## config.mk

```make
export PLATFORM = sky130hd
export DESIGN_NAME = reg_hold_pipe
export DESIGN_NICKNAME = d
export VERILOG_FILES = /design/src/rtl/npu_pipe_pkg.sv /design/src/rtl/reg_hold_stage.sv /design/src/rtl/reg_hold_pipe.sv
export SDC_FILE = /design/constraint.sdc
export NUM_CORES = 1
export LEC_CHECK = 0
export BUFFER_PORTS_ARGS = -buffer_cell sky130_fd_sc_hd__buf_2
export CORE_MARGIN = 2
export CORE_UTILIZATION = 50
export CTS_CLUSTER_DIAMETER = 80
export DETAILED_ROUTE_END_ITERATION = 7
export GPL_ROUTABILITY_DRIVEN = 0
export GPL_TIMING_DRIVEN = 0
export PLACE_DENSITY = 0.75
export SETUP_SLACK_MARGIN = 0.05
export SYNTH_ARGS = -nofsm -noshare
export SYNTH_HDL_FRONTEND = slang
export SYNTH_SLANG_ARGS = --single-unit
export TNS_END_PERCENT = 100
```

## constraint.sdc

```tcl
create_clock -name clk_i -period 4 [get_ports clk_i]
set_input_delay 0.2 -clock clk_i [delete_from_list [all_inputs] [get_ports clk_i]]
set_output_delay 0.2 -clock clk_i [all_outputs]
set_load 0.005 [all_outputs]
```

## src/rtl/npu_pipe_pkg.sv

```systemverilog
// Shared NPU pipeline defaults and the helper that sizes occupancy counters.
package npu_pipe_pkg;

  localparam int unsigned NPU_DW     = 24;
  localparam int unsigned NPU_PIPE_D = 4;

  // Enough bits to count from 0 up to and including d.
  function automatic int unsigned cnt_width(input int unsigned d);
    return $clog2(d + 1);
  endfunction

endpackage

```

## src/rtl/reg_hold_stage.sv

```systemverilog
// One delay-line stage: N-bit data register plus valid tag, with hold and flush.
// REG_HOLD_PIPE_ZERO_INVALID_EN: data loads 0 whenever the stage loads an invalid tag.
module reg_hold_stage
  import npu_pipe_pkg::*;
#(
  parameter int unsigned N = NPU_DW
) (
  input  logic         clk_i,
  input  logic         rst_ni,
  input  logic         hold_i,
  input  logic         flush_i,
  input  logic [N-1:0] data_i,
  input  logic         valid_i,
  output logic [N-1:0] data_o,
  output logic         valid_o
);

  logic [N-1:0] data_q, data_d;
  logic         valid_q, valid_d;

  always_comb begin
    data_d  = data_q;
    valid_d = valid_q;
    if (!hold_i) begin
      data_d  = data_i;
      valid_d = valid_i;
`ifdef REG_HOLD_PIPE_ZERO_INVALID_EN
      if (!valid_i) data_d = '0;
`endif
    end
    // Flush clears the tag even while held; data stays frozen unless zeroing is enabled.
    if (flush_i) begin
      valid_d = 1'b0;
`ifdef REG_HOLD_PIPE_ZERO_INVALID_EN
      data_d  = '0;
`endif
    end
  end

  always_ff @(posedge clk_i or negedge rst_ni) begin
    if (!rst_ni) begin
      data_q  <= '0;
      valid_q <= 1'b0;
    end else begin
      data_q  <= data_d;
      valid_q <= valid_d;
    end
  end

  assign data_o  = data_q;
  assign valid_o = valid_q;

endmodule

```

## src/rtl/reg_hold_pipe.sv

```systemverilog
// D-stage signed delay line with valid tags, global hold, flush and occupancy count.
// REG_HOLD_PIPE_ZERO_INVALID_EN: invalid stages carry zero data instead of stale values.
module reg_hold_pipe
  import npu_pipe_pkg::*;
#(
  parameter int unsigned N  = NPU_DW,
  parameter int unsigned D  = NPU_PIPE_D,
  localparam int unsigned CW = cnt_width(D)
) (
  input  logic          clk_i,
  input  logic          rst_ni,
  input  logic [N-1:0]  in_i,
  input  logic          in_valid_i,
  input  logic          hold_i,
  input  logic          flush_i,
  output logic [N-1:0]  out_o,
  output logic          out_valid_o,
  output logic [CW-1:0] count_o
);

  logic [N-1:0]  data_chain  [D+1];
  logic          valid_chain [D+1];
  logic [CW-1:0] count_q, count_d;

  assign data_chain[0]  = in_i;
  assign valid_chain[0] = in_valid_i;

  for (genvar k = 0; k < D; k++) begin : g_stage
    reg_hold_stage #(
      .N (N)
    ) u_stage (
      .clk_i   (clk_i),
      .rst_ni  (rst_ni),
      .hold_i  (hold_i),
      .flush_i (flush_i),
      .data_i  (data_chain[k]),
      .valid_i (valid_chain[k]),
      .data_o  (data_chain[k+1]),
      .valid_o (valid_chain[k+1])
    );
  end

  assign out_o       = data_chain[D];
  assign out_valid_o = valid_chain[D];

  // Tracks the popcount of tags without an adder tree: one in, one out per shift.
  always_comb begin
    count_d = count_q;
    if (flush_i) begin
      count_d = '0;
    end else if (!hold_i) begin
      count_d = count_q + CW'(in_valid_i) - CW'(out_valid_o);
    end
  end

  always_ff @(posedge clk_i or negedge rst_ni) begin
    if (!rst_ni) begin
      count_q <= '0;
    end else begin
      count_q <= count_d;
    end
  end

  assign count_o = count_q;

endmodule

```

==> flow_summary.ini <==
[power]
ir_drop_mv = 0.271
p_leak_uw = 0.00222
p_per_area_mw_per_mm2 = 509

[clock_network]
insertion_delay_ps = 360
numCtsBuffers = 9
cts_tree = yes
cts_sinks = 103
htreeDepth = 3
clockBufferDepth = 2
cts.reportedPaths.clkPinSlew_ps = 100
root_buffer = clkbuf_8

[floorplan]
die_x_um = 94.4
die_h_um = 94.4
num_rows = 32
io_pins = 57
start_util_pct = 52.3
dieArea_mm2 = 0.00891
core_area_mm2 = 0.00781

[timing]
slew_headroom_pct = 62.0
fmax_mhz = 503
period_share_pct = 49.7
final_max_slew_viol_count = 0
skew_ps = 7.50
layout_min_cycle_time_ps = 1990
tns_ps = 0
rsz0062_at_grt = false
hold_viol = 0
tightest_slew_ps = 571
setup_viol = 0

[drt]
drc = 0
wl_met3_um = 284
drtIter0Drc = 40
vias_per_cell = 4.79
post_drt_wl_per_cell_um = 13.9
drt-total-wl_mm = 6.03
ant_nets = 0
wl_met1_mm = 2.63
wl_met2_mm = 3.01
vias = 2074
dr.pass1.iters = 4
highest_layer = met4

[synth]
yosysWarnings = 0
yosysUniqueCellTypes = 14
ys_seq_elements = 103
syn_nets = 290
synth_most_common_cell = dfrtp_1
synth_top_area_share_pct = 63.1
synth_edf_count = 0
synth_async_sr_flop_share_pct = 100
synth.top_cells.by_count = dfrtp_1 (103), mux2_2 (96), buf_4 (29)
ys_seq_area_share_pct = 63.1
syn_inst = 258
yosys-top-cells-area = dfrtp_1 (63%), mux2_2 (26%), buf_4 (5.3%)
avgSynthCellArea_um2 = 15.8
yosysTopAreaCell = dfrtp_1
synthFlopType = dfrtp_1
syn_area_mm2 = 0.00409

[run]
max_cap_viol_count = 0

[finish]
nFillCells = 624
syn2layout_area_growth_pct = 16.7
drive_above_1_share_pct = 61.6
num_antenna_cells = 0
nNetsFinal = 358
final_core_util_pct = 61.1

[worst_setup_path]
worstPathRequired_ps = 4280
crit_path_end_kind = register
critPathKind = register to register
crit_path_max_fanout = 3
cp-start-kind = register
arrival_ps = 2270
timing.reg2reg.setup_slack_ps = 2010

[global_route]
grt_pass1_wl_mm = 10.3
grt_pass1_vias = 2167
grt_use_total_pct = 15.4
antenna_found_initial = 0
grt_start_max_net_pins = 60
grt_overflow = 0

[worst_hold_path]
holdCritPathClass = primary input to register

[status]
outcome = finished clean

[placed_design]
io_buffer_count = 55
hpwl_mm = 4.18
## path summary, 6_finish.rpt
kind                                                      startpoint  depth (start not counted)                                   endpoint
min                                                         in_i[20]                          2  g_stage[0].u_stage.data_o[20]$_DFFE_PN0N_
min in group asynchronous                                     rst_ni                          2  g_stage[2].u_stage.data_o[23]$_DFFE_PN0N_
max reg2reg                   g_stage[3].u_stage.valid_o$_DFFE_PN0P_                          8                     count_o[2]$_DFFE_PN0P_
max in group asynchronous                                     rst_ni                          3   g_stage[2].u_stage.data_o[8]$_DFFE_PN0N_
min reg2reg                g_stage[1].u_stage.data_o[14]$_DFFE_PN0N_                          1  g_stage[2].u_stage.data_o[14]$_DFFE_PN0N_
max                           g_stage[3].u_stage.valid_o$_DFFE_PN0P_                          8                     count_o[2]$_DFFE_PN0P_
## what timing repair did
item | CTS | global route
gates resized for setup | 0 | 0
endpoints found under the hold margin | 44 | 0
hold buffers | 1 | 0
buffers inserted | 0 | 0
## routing by layer
metal,vias up,GRT usage [%]
li1,994,-
met1,1033,18.8
met2,38,25.7
met3,9,4.55
met4,0,6.52
met5,-,0
## worst max-delay path: stages (launching register included)
cell	delay, ps
dfrtp_1	410
ha_1	290
inv_1	60
ha_1	130
inv_1	40
fa_1	380
xnor2_1	140
or3_1	320
a21oi_1	150
## state kept, by name, summed over array words and instances (netlist names)
signal                   count
g_stage.u_stage.valid_o      4
g_stage.u_stage.data_o      96
count_o                      3
## final cells by class
class	instances	area (um^2)	area share [%]
well taps	102	128	2.68
flip-flops and latches	103	2580	54.0
multi-input cells	116	1230	25.8
clock inverters	4	76.3	1.60
clock buffers	12	165	3.46
inverters	3	11.3	0.236
plain buffers	36	265	5.56
repair buffers	57	315	6.61
## metrics by stage
step | total power (uW) | setup slack, ps | instance area (um^2) | std cells | hold slack [ps]
3_5_place_dp | 1720 | 2020 | 4520 | 416 | 243
6_report | 2430 | 2010 | 4770 | 433 | 61.6
2_1_floorplan | 1570 | 2120 | 4090 | 258 | -95.6
4_1_cts | 2460 | 1990 | 4770 | 433 | 43.7
5_1_grt | 2550 | 1860 | 4770 | 433 | 41.1
3_3_place_gp | 1690 | 1680 | 4490 | 415 | 431
## where the power goes
part | internal, uW | leakage, uW | total [uW] | switching [uW]
sequential | 1210 | 0.00122 | 1290 | 80.8
combinational | 268 | 0.000877 | 398 | 130
clock | 405 | 0.000119 | 741 | 336
## layout by cell type (no fill, tap or decap)
cell type        n
nor2_1           7
mux2i_1          5
bufinv_16        2
dlygate4sd3_1    1
clkinv_4         1
buf_4           30
xnor2_1          1
buf_16           1
o21ai_0          1
mux2_2          96
buf_6            2
clkbuf_8        12
ha_1             2
clkinvlp_4       1
inv_1            3
or3_1            1
a21oi_1          2
dfrtp_1        103
fa_1             1
buf_2           59
## kinds of logic (layout without fill, tap and decap cells)
group	Yosys count	after routing	share of synthesized area, %
compound gates	3	3	0.367
xor+xnor	1	1	0.214
fa+ha+maj	3	3	1.10
buf+inv	39	112	6.77
flops	103	103	63.1
mux	101	101	27.7
simple gates	8	8	0.796
Power figures use the tool's default switching activity.
